==> config.mk <==
export PLATFORM = sky130hd
export DESIGN_NAME = pattern_generator
export DESIGN_NICKNAME = d
export VERILOG_FILES = /design/src/rtl/vga_pkg.sv /design/src/rtl/vga_timing.sv /design/src/rtl/pattern_generator.sv
export SDC_FILE = /design/constraint.sdc
export NUM_CORES = 1
export LEC_CHECK = 0
export ABC_AREA = 1
export CAP_MARGIN = 20
export CORE_UTILIZATION = 30
export CTS_CLUSTER_DIAMETER = 80
export DETAILED_ROUTE_END_ITERATION = 12
export PLACE_DENSITY_LB_ADDON = 0.25
export SETUP_SLACK_MARGIN = 0.4
export SLEW_MARGIN = 20
export SYNTH_ARGS = -nofsm -noshare
export SYNTH_HDL_FRONTEND = slang
export SYNTH_HIERARCHICAL = 1
export SYNTH_SLANG_ARGS = --single-unit
==> constraint.sdc <==
create_clock -name clk -period 3.8 [get_ports clk]
set_input_delay 1.14 -clock clk [delete_from_list [all_inputs] [get_ports clk]]
set_output_delay 1.14 -clock clk [all_outputs]
set_load 0.01 [all_outputs]
==> src/rtl/vga_pkg.sv <==
// Shared VGA definitions: default 640x480@60 timing, pattern-mode encoding
// and palette sizing helper.
package vga_pkg;

  // Default 640x480@60 raster (25.175 MHz pixel clock).
  localparam int unsigned DefHActive = 640;
  localparam int unsigned DefHFp     = 16;
  localparam int unsigned DefHSync   = 96;
  localparam int unsigned DefHBp     = 48;
  localparam int unsigned DefVActive = 480;
  localparam int unsigned DefVFp     = 10;
  localparam int unsigned DefVSync   = 2;
  localparam int unsigned DefVBp     = 33;

  // Pattern modes selected by the mode input.
  typedef enum logic [1:0] {
    MODE_HBANDS  = 2'd0,
    MODE_VBANDS  = 2'd1,
    MODE_CHECKER = 2'd2,
    MODE_SCROLL  = 2'd3
  } mode_e;

  // Total palette width: one {R,G,B} entry per band.
  function automatic int unsigned palette_w(input int unsigned n_bands,
                                            input int unsigned color_w);
    return n_bands * 3 * color_w;
  endfunction

endpackage

==> src/rtl/vga_timing.sv <==
// Raster timing: horizontal/vertical counters plus decoded sync, active,
// line/frame boundary and origin strobes. All decodes are combinational from
// the counter state; the caller registers them together with the pixel data.
module vga_timing import vga_pkg::*; #(
  parameter int unsigned H_ACTIVE = DefHActive,
  parameter int unsigned H_FP     = DefHFp,
  parameter int unsigned H_SYNC   = DefHSync,
  parameter int unsigned H_BP     = DefHBp,
  parameter int unsigned V_ACTIVE = DefVActive,
  parameter int unsigned V_FP     = DefVFp,
  parameter int unsigned V_SYNC   = DefVSync,
  parameter int unsigned V_BP     = DefVBp
) (
  input  logic clk_i,
  input  logic rst_ni,
  output logic line_end_o,
  output logic frame_end_o,
  output logic origin_o,
  output logic hsync_o,
  output logic vsync_o,
  output logic active_o
);

  localparam int unsigned HTotal     = H_ACTIVE + H_FP + H_SYNC + H_BP;
  localparam int unsigned VTotal     = V_ACTIVE + V_FP + V_SYNC + V_BP;
  localparam int unsigned HCntW      = $clog2(HTotal);
  localparam int unsigned VCntW      = $clog2(VTotal);
  localparam int unsigned HSyncFirst = H_ACTIVE + H_FP;
  localparam int unsigned HSyncLast  = H_ACTIVE + H_FP + H_SYNC - 1;
  localparam int unsigned VSyncFirst = V_ACTIVE + V_FP;
  localparam int unsigned VSyncLast  = V_ACTIVE + V_FP + V_SYNC - 1;

  logic [HCntW-1:0] hcnt_q, hcnt_d;
  logic [VCntW-1:0] vcnt_q, vcnt_d;

  assign line_end_o  = (hcnt_q == HCntW'(HTotal - 1));
  assign frame_end_o = line_end_o && (vcnt_q == VCntW'(VTotal - 1));
  assign origin_o    = (hcnt_q == '0) && (vcnt_q == '0);

  // Inclusive last-index compares keep the constants inside the counter width.
  assign hsync_o  = !((hcnt_q >= HCntW'(HSyncFirst)) && (hcnt_q <= HCntW'(HSyncLast)));
  assign vsync_o  = !((vcnt_q >= VCntW'(VSyncFirst)) && (vcnt_q <= VCntW'(VSyncLast)));
  assign active_o = (hcnt_q <= HCntW'(H_ACTIVE - 1)) && (vcnt_q <= VCntW'(V_ACTIVE - 1));

  // Advance the raster position; vcnt steps when hcnt wraps.
  always_comb begin
    hcnt_d = hcnt_q + 1'b1;
    vcnt_d = vcnt_q;
    if (line_end_o) begin
      hcnt_d = '0;
      vcnt_d = frame_end_o ? '0 : vcnt_q + 1'b1;
    end
  end

  // Counter state.
  always_ff @(posedge clk_i or negedge rst_ni) begin
    if (!rst_ni) begin
      hcnt_q <= '0;
      vcnt_q <= '0;
    end else begin
      hcnt_q <= hcnt_d;
      vcnt_q <= vcnt_d;
    end
  end

endmodule

==> src/rtl/pattern_generator.sv <==
// Parametrised VGA test-pattern generator. Renders N_BANDS colour bands from a
// run-time palette as horizontal bands, vertical bands, a checkerboard or
// scrolling horizontal bands. Every output is registered one cycle after the
// raster counter state so sync, display-area and colour stay aligned.
module pattern_generator import vga_pkg::*; #(
  parameter int unsigned H_ACTIVE   = DefHActive,
  parameter int unsigned H_FP       = DefHFp,
  parameter int unsigned H_SYNC     = DefHSync,
  parameter int unsigned H_BP       = DefHBp,
  parameter int unsigned V_ACTIVE   = DefVActive,
  parameter int unsigned V_FP       = DefVFp,
  parameter int unsigned V_SYNC     = DefVSync,
  parameter int unsigned V_BP       = DefVBp,
  parameter int unsigned COLOR_W    = 4,
  parameter int unsigned N_BANDS    = 3,
  parameter int unsigned SCROLL_DIV = 4
) (
  input  logic                                   clk,
  input  logic                                   reset,
  input  logic [1:0]                             mode,
  input  logic [palette_w(N_BANDS, COLOR_W)-1:0] palette,
  output logic                                   vga_h_sync,
  output logic                                   vga_v_sync,
  output logic [COLOR_W-1:0]                     vga_R,
  output logic [COLOR_W-1:0]                     vga_G,
  output logic [COLOR_W-1:0]                     vga_B,
  output logic                                   in_display_area,
  output logic                                   frame_start
);

  localparam int unsigned EntryW = 3 * COLOR_W;
  localparam int unsigned PalW   = palette_w(N_BANDS, COLOR_W);
  localparam int unsigned BandW  = H_ACTIVE / N_BANDS;
  localparam int unsigned BandH  = V_ACTIVE / N_BANDS;
  localparam int unsigned IdxW   = $clog2(N_BANDS);
  localparam int unsigned SumW   = IdxW + 1;
  localparam int unsigned HPixW  = $clog2(BandW + 1);
  localparam int unsigned VRowW  = $clog2(BandH + 1);
  localparam int unsigned FDivW  = $clog2(SCROLL_DIV + 1);
  localparam logic [IdxW-1:0] LastBand = IdxW'(N_BANDS - 1);

  if ((N_BANDS < 2) || (N_BANDS > 16)) begin : gen_bad_n_bands
    $error("pattern_generator: N_BANDS must lie in 2..16");
  end
  if (SCROLL_DIV < 1) begin : gen_bad_scroll_div
    $error("pattern_generator: SCROLL_DIV must be at least 1");
  end
  if ((BandW < 1) || (BandH < 1)) begin : gen_bad_geometry
    $error("pattern_generator: active area smaller than N_BANDS");
  end

  // (a + b) mod N_BANDS for operands already below N_BANDS.
  function automatic logic [IdxW-1:0] add_mod(input logic [IdxW-1:0] a,
                                              input logic [IdxW-1:0] b);
    logic [SumW-1:0] sum;
    sum = {1'b0, a} + {1'b0, b};
    if (sum >= SumW'(N_BANDS)) begin
      sum = sum - SumW'(N_BANDS);
    end
    return sum[IdxW-1:0];
  endfunction

  logic line_end, frame_end, origin, hsync, vsync, active;

  vga_timing #(
    .H_ACTIVE (H_ACTIVE),
    .H_FP     (H_FP),
    .H_SYNC   (H_SYNC),
    .H_BP     (H_BP),
    .V_ACTIVE (V_ACTIVE),
    .V_FP     (V_FP),
    .V_SYNC   (V_SYNC),
    .V_BP     (V_BP)
  ) u_timing (
    .clk_i       (clk),
    .rst_ni      (reset),
    .line_end_o  (line_end),
    .frame_end_o (frame_end),
    .origin_o    (origin),
    .hsync_o     (hsync),
    .vsync_o     (vsync),
    .active_o    (active)
  );

  logic [HPixW-1:0]  hpix_q, hpix_d;
  logic [IdxW-1:0]   hband_q, hband_d;
  logic [VRowW-1:0]  vrow_q, vrow_d;
  logic [IdxW-1:0]   vband_q, vband_d;
  logic [FDivW-1:0]  fdiv_q, fdiv_d;
  logic [IdxW-1:0]   scroll_q, scroll_d;
  mode_e             mode_q, mode_d;
  logic [PalW-1:0]   pal_q, pal_d;
  logic [IdxW-1:0]   idx;
  logic [EntryW-1:0] entry;

  logic              hsync_q, vsync_q, de_q, fs_q;
  logic [EntryW-1:0] rgb_q;

  // Column band: step every BandW pixels, last band absorbs the remainder.
  always_comb begin
    hpix_d  = hpix_q;
    hband_d = hband_q;
    if (line_end) begin
      hpix_d  = '0;
      hband_d = '0;
    end else if (hband_q != LastBand) begin
      if (hpix_q == HPixW'(BandW - 1)) begin
        hpix_d  = '0;
        hband_d = hband_q + 1'b1;
      end else begin
        hpix_d = hpix_q + 1'b1;
      end
    end
  end

  // Row band: step every BandH lines, last band absorbs the remainder.
  always_comb begin
    vrow_d  = vrow_q;
    vband_d = vband_q;
    if (frame_end) begin
      vrow_d  = '0;
      vband_d = '0;
    end else if (line_end && (vband_q != LastBand)) begin
      if (vrow_q == VRowW'(BandH - 1)) begin
        vrow_d  = '0;
        vband_d = vband_q + 1'b1;
      end else begin
        vrow_d = vrow_q + 1'b1;
      end
    end
  end

  // Frame divider and scroll offset, advanced at every frame end in all modes.
  always_comb begin
    fdiv_d   = fdiv_q;
    scroll_d = scroll_q;
    if (frame_end) begin
      if (fdiv_q == FDivW'(SCROLL_DIV - 1)) begin
        fdiv_d   = '0;
        scroll_d = (scroll_q == LastBand) ? '0 : scroll_q + 1'b1;
      end else begin
        fdiv_d = fdiv_q + 1'b1;
      end
    end
  end

  // Shadow mode/palette: loaded at the origin and also used for that pixel,
  // so the whole frame renders with one consistent setting.
  always_comb begin
    mode_d = origin ? mode_e'(mode) : mode_q;
    pal_d  = origin ? palette : pal_q;
  end

  // Colour index selection and palette lookup.
  always_comb begin
    idx = vband_q;
    case (mode_d)
      MODE_HBANDS:  idx = vband_q;
      MODE_VBANDS:  idx = hband_q;
      MODE_CHECKER: idx = add_mod(hband_q, vband_q);
      MODE_SCROLL:  idx = add_mod(vband_q, scroll_q);
      default:      idx = vband_q;
    endcase
    entry = pal_d[idx * EntryW +: EntryW];
  end

  // Band, scroll and shadow state.
  always_ff @(posedge clk or negedge reset) begin
    if (!reset) begin
      hpix_q   <= '0;
      hband_q  <= '0;
      vrow_q   <= '0;
      vband_q  <= '0;
      fdiv_q   <= '0;
      scroll_q <= '0;
      mode_q   <= MODE_HBANDS;
      pal_q    <= '0;
    end else begin
      hpix_q   <= hpix_d;
      hband_q  <= hband_d;
      vrow_q   <= vrow_d;
      vband_q  <= vband_d;
      fdiv_q   <= fdiv_d;
      scroll_q <= scroll_d;
      mode_q   <= mode_d;
      pal_q    <= pal_d;
    end
  end

  // Output register stage; colour forced to black outside the active area.
  always_ff @(posedge clk or negedge reset) begin
    if (!reset) begin
      hsync_q <= 1'b1;
      vsync_q <= 1'b1;
      de_q    <= 1'b0;
      fs_q    <= 1'b0;
      rgb_q   <= '0;
    end else begin
      hsync_q <= hsync;
      vsync_q <= vsync;
      de_q    <= active;
      fs_q    <= origin;
      rgb_q   <= active ? entry : '0;
    end
  end

  assign vga_h_sync      = hsync_q;
  assign vga_v_sync      = vsync_q;
  assign in_display_area = de_q;
  assign frame_start     = fs_q;
  assign vga_R           = rgb_q[EntryW-1 -: COLOR_W];
  assign vga_G           = rgb_q[2*COLOR_W-1 -: COLOR_W];
  assign vga_B           = rgb_q[COLOR_W-1:0];

endmodule

==> results of run 1 <==
[layer usage]
metal	track usage, %	up-vias	part of all wire, %
li1	-	2080	-
met4	5.930	0	2.3
met3	2.910	20	4.0
met5	0	-	0
met1	18.65	1902	48
met2	22.57	84	45
[synthesized netlist by cell type, drive strengths merged]
library cell | number | area share, %
dfstp | 2 | 1.0
clkbuf | 7 | 0.50
nand2 | 97 | 7.9
or2 | 37 | 4.4
o22ai | 3 | 0.36
a31oi | 1 | 0.12
xor2 | 15 | 2.5
nand3 | 57 | 5.9
nor4 | 6 | 0.72
o211ai | 1 | 0.14
fa | 2 | 0.76
nor3 | 7 | 0.88
o21bai | 1 | 0.14
ha | 15 | 3.6
buf | 9 | 1.5
nand4 | 10 | 1.4
o21a | 1 | 0.14
dfrtp | 97 | 46
nor2 | 65 | 5.1
inv | 108 | 7.7
a211oi | 1 | 0.14
xnor2 | 1 | 0.17
o21ai | 56 | 5.4
and2 | 1 | 0.12
o32ai | 2 | 0.33
a21oi | 22 | 2.8
[cell type report]
type	count	area, um^2
multi-input combinational	401	2263
sequential	99	2480
fill	1803	10860
inverter	108	405.4
tap	225	281.5
clock inverter	6	71.32
clock buffer	10	239.0
timing repair buffer	57	575.6
[registers in the layout (all words and copies together), names as in the netlist, 2 cells and up]
name,cells
vband_q,2
u_timing/vcnt_q,10
hband_q,2
scroll_q,2
u_timing/hcnt_q,10
rgb_q,12
mode_q,2
pal_q,36
vrow_q,8
fdiv_q,3
hpix_q,8
[worst max-delay path by stage]
stage / from / endpoint
2_1_floorplan: u_timing/vcnt_q[0] / rgb_q[10]
4_1_cts: u_timing/vcnt_q[0] / rgb_q[5]
5_1_grt: u_timing/vcnt_q[0] / rgb_q[6]
6_report: u_timing/vcnt_q[0] / rgb_q[7]
3_3_place_gp: u_timing/vcnt_q[0] / rgb_q[5]
3_5_place_dp: u_timing/vcnt_q[0] / rgb_q[5]
[per-stage QoR]
stage	power (W)	instances	util, %	hold slack (ns)	setup slack [ns]
final	0.002216	906	36.77	0.4848	0.8408
after global routing	0.002314	906	36.77	0.5091	0.5437
after CTS	0.002254	906	36.77	0.4892	0.8054
after detailed placement	0.001294	890	34.97	0.4697	0.8341
after global placement	0.001290	890	34.97	0.4605	0.8951
after floorplan	0.001187	624	-	0.4376	1.246
[worst max-delay path: cells and delay by family, from the launching register on]
| kind | cells | cell delay (ns) |
|---|---|---|
| flip-flops | 1 | 0.40 |
| AO/OA/AOI/OAI | 1 | 0.13 |
| buffers and inverters | 2 | 0.54 |
| AND/OR/NAND/NOR | 9 | 1.59 |
| adder cells (fa/ha/maj) | 1 | 0.20 |
[cell families after synthesis]
logic type | count (synthesis) | share of synthesized area, %
AND/OR/NAND/NOR | 280 | 26.38
buffers and inverters | 124 | 9.771
flip-flops | 99 | 47.24
AO/OA/AOI/OAI | 88 | 9.605
adder cells (fa/ha/maj) | 17 | 4.337
XOR/XNOR | 16 | 2.669
[power by group]
part / internal [W] / switching [W] / leakage [nW]
sequential: 0.00109 / 0.0000101 / 1.23
combinational: 0.0000849 / 0.0000884 / 1.56
clock: 0.000534 / 0.000412 / 0.146
==> metrics, run 1 <==
status finished, final reports clean; layout cell share with drive strength beyond 1 14.39%; H-tree Lvls 3; routability cong. 0.8436; # diodes 0; worst r2r src u_timing/vcnt_q[0]; Routed Antenna Nets 0; cell mode on critical path nand2_1; hold path startpoint pal_q[24]; most frequent cells in the layout inv_1 (105), dfrtp_1 (97), nand2_1 (83); setup TNS 0 ns; # IOs between 50 and 60; Slew headroom 54.01%; Inserted Clock Buffers 9; clk_lat worst skew roughly 0.35 ns; kind of critical path register to register; fmax 337.9 MHz; r2r setup slk 0.84 ns; Hold Path Depth 2; Startpoint Class register; CTS tree done; worst-path fanout max 41; gr ovfl total 0; core region area 17180 um^2; Max-cap violations 0; DP Area 6006 um^2; drt drc 0; Avg Inst Size Synth around 8.4 um^2; global-route wire length before repair approximately 20 mm; Die W between 100 and 150 um; Hold-fix buffers, CTS 0; Hold Vio Cnt, Final 0; Register-to-Register Path Depth 13; Worst-path clk slew 0.07 ns; RSZ-0062 raised after global routing false; PwrDens 350.9 nW/um^2; Seq/Total Area, Yosys ~47%; Setup crit end kind register; fin. max-slew vios 0; final period utilization 77.87%; post_cts resized 0; RR Endpoint rgb_q[7]; largest net degree at the start of global routing 52; Ys Warns 6; post-synthesis register bit count 99; Hold Path Sink pal_q[24]; Worst Tran Pin Value 0.6899 ns; Total GRT Usage 14.16%; final setup fails 0; slowest CP cell buf_4; drt initial violations 146; detailed-placement wirelength estimate 8.755 mm; Cells after Synth between 600 and 700; vias in the first global route 4156; clock sinks slightly below 100; most common cell after layout, fill and taps aside inv_1; clk root buf clkbuf_16; vias per cell between 4 and 5; critical path arrival 3.24 ns; port bufs 55; Cell variety after synth 40; Synth-to-Final Area Change 20.31%; Max rail drop VDD 0.1947 mV; mapped cell area 5250 um^2; die span in y 134.3 um; total number of vias 4086; Setup Skew 0.009891 ns; initial antenna violation count 0; site row count 48; Hold Path Class register to register; DR pass1 iterations 4; CP peak stage delay 0.42 ns; WL/cell 13.04 um; Bufs on Longest Clock Path 2; Final nets between 700 and 800; Final Cell Area 6316 um^2; Req. time, crit path 4.08 ns; syn nets slightly below 700; WL final 11.82 mm; Leakage 2.936 nW; Die ar. about 18000 um^2; Initial Util a little under a third; Post-CTS Setup Bufs 0; minimum clock period 2.959 ns; critical-path cell list inv_1, ha_1, nand3_1, nor4_2, buf_4, nand2_1, nand2_4, nor2_2, nand2_1, nand2_2, nand2_1, nand3_1, a21oi_2
Power figures use the tool's default switching activity.
==> run 2, diff against run 1 <==
clock period = 2.77 ns   (was 3.8 ns; I/O delays follow)
==> metrics, run 2 (synthesized netlist as in run 1, its figures left out) <==
status finished, final reports clean; worst-path fanout max 6 (-85%); Req. time, crit path 2.98 ns (-1.10 ns); setup TNS 0 ns (unchanged); GRT met1 Usage 17.92% (-0.73 points); Die W 134.3 um (unchanged); vias per cell 4.584 (+1.6%); RSZ-0062 raised after global routing true; Largest Register pal_q; Comb pwr share 9.0% (+1.2 points); WL/cell 13.56 um (+3.9%); port bufs 55 (unchanged); routability cong. 0.8335 (-1.2%); Total GRT Usage 14.60% (+0.44 points); Max rail drop VDD 0.2821 mV (+45%); total number of vias 4245 (+3.9%); most frequent cells in the layout inv_1 (99), dfrtp_1 (93), nand2_1 (79); Net Sw Frac 23.40% (+0.36 points); internal power 0.002312 W (+36%); site row count 48 (unchanged); Switch Pwr 0.0007062 W (+38%); Initial Util 30.57% (unchanged); CP peak stage delay 0.49 ns (+0.07 ns); detailed-placement wirelength estimate 9.048 mm (+3.3%); final setup fails 0 (unchanged); r2r setup slk 0.33 ns (-0.51 ns); Leakage 3.084 nW (+5.0%); Setup Skew 0.008249 ns (-0.001641 ns); Hold-fix buffers, CTS 0 (unchanged); fill count 1787 (-0.89%); layout cell share with drive strength beyond 1 21.83% (+7.4 points); clk root buf clkbuf_16; PwrDens 452.5 nW/um^2 (+29%); clock sinks 99 (unchanged); minimum clock period 2.436 ns (-0.5234 ns); global-route wire length before repair 20.49 mm (+2.6%); clk_lat worst skew 0.35 ns (about the same); DR pass1 iterations 4 (unchanged); Hold Vio Cnt, Final 0 (unchanged); Hold Path Class primary input to asynchronous set/reset pin; slowest CP cell fa_1; met3 usage 3.817% (+0.91 points); Bufs on Longest Clock Path 2 (unchanged); clock share of power 41.2% (-1.5 points); Routed Antenna Nets 0 (unchanged); met2 Track Usage GR 25.01% (+2.4 points); most common cell after layout, fill and taps aside inv_1; most used routing layer met2; Max-cap violations 0 (unchanged); flip-flop count of the largest register after layout 36 (unchanged); Worst Tran Pin Value 0.6189 ns (-0.07100 ns); CTS tree done; worst r2r src vband_q[0]; Synth-to-Final Area Change 27.05%; # diodes 0 (unchanged); top flop regs pal_q x36, rgb_q x12; final period utilization 87.93% (+10 points); final hold slack 0.4266 ns (-0.05815 ns); Setup crit end kind register; WL final 12.55 mm (+6.2%); kind of critical path register to register; Startpoint Class register; gr ovfl total 0 (unchanged); fin. max-slew vios 0 (unchanged); vias in the first global route 4235 (+1.9%); Final nets 753 (+2.7%); Worst-path clk slew 0.07 ns (about the same); sequential share of power 49.9% (+0.4 points); fmax 410.5 MHz (+21%); die span in y 134.3 um (unchanged); Register-to-Register Path Depth 14 (+1); critical-path cell list ha_2, inv_2, fa_1, inv_1, ha_2, inv_2, nand3_2, nand2_1, nand4_1, nand3_2, nand2_4, buf_8, nand3_1, a21oi_2; drt initial violations 174 (+19%); Slew headroom 58.70% (+4.7 points); initial antenna violation count 0 (unchanged); core region area 17180 um^2 (unchanged); RR Endpoint rgb_q[2]; largest net degree at the start of global routing 49 (-5.8%); H-tree Lvls 3 (unchanged); # IOs 56 (unchanged); Die ar. 18030 um^2 (unchanged); Inserted Clock Buffers 9 (unchanged); drt drc 0 (unchanged); critical path arrival 2.65 ns (-0.59 ns)
==> run 2: cell count changes in the layout (fill, tap and decap cells not counted), moves of 3 or more <==
cell	previous run	this run
o21ai_0	47	44
buf_4	2	18
inv_1	105	99
nand3_2	2	15
dfrtp_2	0	4
ha_1	15	11
o21ai_1	8	11
nor2_1	60	57
ha_2	0	3
nand3_1	54	40
nand2_1	83	79
dfrtp_1	97	93
inv_2	3	7
==> run 2: final cells by class <==
class	count	area, um^2	share of cell area (%)
clock buffers	12	266.5	3.996
clock inverters	4	31.28	0.4690
inverters	108	410.4	6.153
multi-input cells	401	2434	36.48
flip-flops and latches	99	2485	37.25
well taps	225	281.5	4.221
repair buffers	77	762.0	11.42
==> run 2: critical path, delay by kind of cell (launching register included) <==
| family | cells | cell delay, ns |
|---|---|---|
| DFF | 1 | 0.42 |
| AOI/OAI and AO/OA | 1 | 0.07 |
| adders and majority gates | 3 | 0.86 |
| buffers and inverters | 4 | 0.30 |
| and+or+nand+nor | 6 | 0.64 |
==> run 2: through the flow <==
step | cells | cell area [um^2] | total power (W) | setup slack, ns | util, %
after detailed placement | 896 | 6060 | 0.001785 | 0.05146 | 35.28
after global placement | 896 | 6060 | 0.001781 | 0.1532 | 35.28
after CTS | 919 | 6521 | 0.003049 | 0.3159 | 37.97
final | 926 | 6670 | 0.003018 | 0.3342 | 38.83
after floorplan | 624 | 5256 | 0.001628 | 0.4356 | -
after global routing | 926 | 6670 | 0.003135 | 0.2215 | 38.83
==> run 2: timing repair <==
item | 4_1_cts | 5_1_grt
resized for setup | 28 | 27
setup buffers | 7 | 6
cloned | 0 | 1
pin swaps | 18 | 14
endpoints found under the setup margin | 40 | 19
==> run 2: power by group through the flow <==
stage | clock network, W | registers [W] | logic [W]
finish | 0.00124 | 0.00151 | 0.000271
global route | 0.00133 | 0.00151 | 0.000299
CTS | 0.00128 | 0.00150 | 0.000262
detailed placement | 0 | 0.00153 | 0.000252
global placement | 0 | 0.00153 | 0.000248
floorplan | 0 | 0.00154 | 0.0000902
==> run 2: metal layers <==
metal / routed length [um] / up-vias
met4: 133 / 0
met2: 6252 / 84
li1: - / 2118
met5: 0 / -
met3: 526 / 8
met1: 5641 / 2035
==> run 2: worst max path at each step <==
| stage | start | endpoint | slack (ns) |
|---|---|---|---|
| floorplan | u_timing/vcnt_q[0] | rgb_q[10] | 0.44 |
| global placement | u_timing/vcnt_q[0] | rgb_q[8] | 0.15 |
| detailed placement | u_timing/vcnt_q[0] | rgb_q[2] | 0.05 |
| CTS | vband_q[0] | rgb_q[5] | 0.32 |
| global route | vband_q[0] | rgb_q[2] | 0.22 |
| finish | vband_q[0] | rgb_q[2] | 0.33 |
==> run 3, diff against run 2 <==
CTS_CLUSTER_DIAMETER = 40   (was 80)
==> results of run 3 <==
Same layout as run 2: the final DEF is identical, and so are final timing and power.
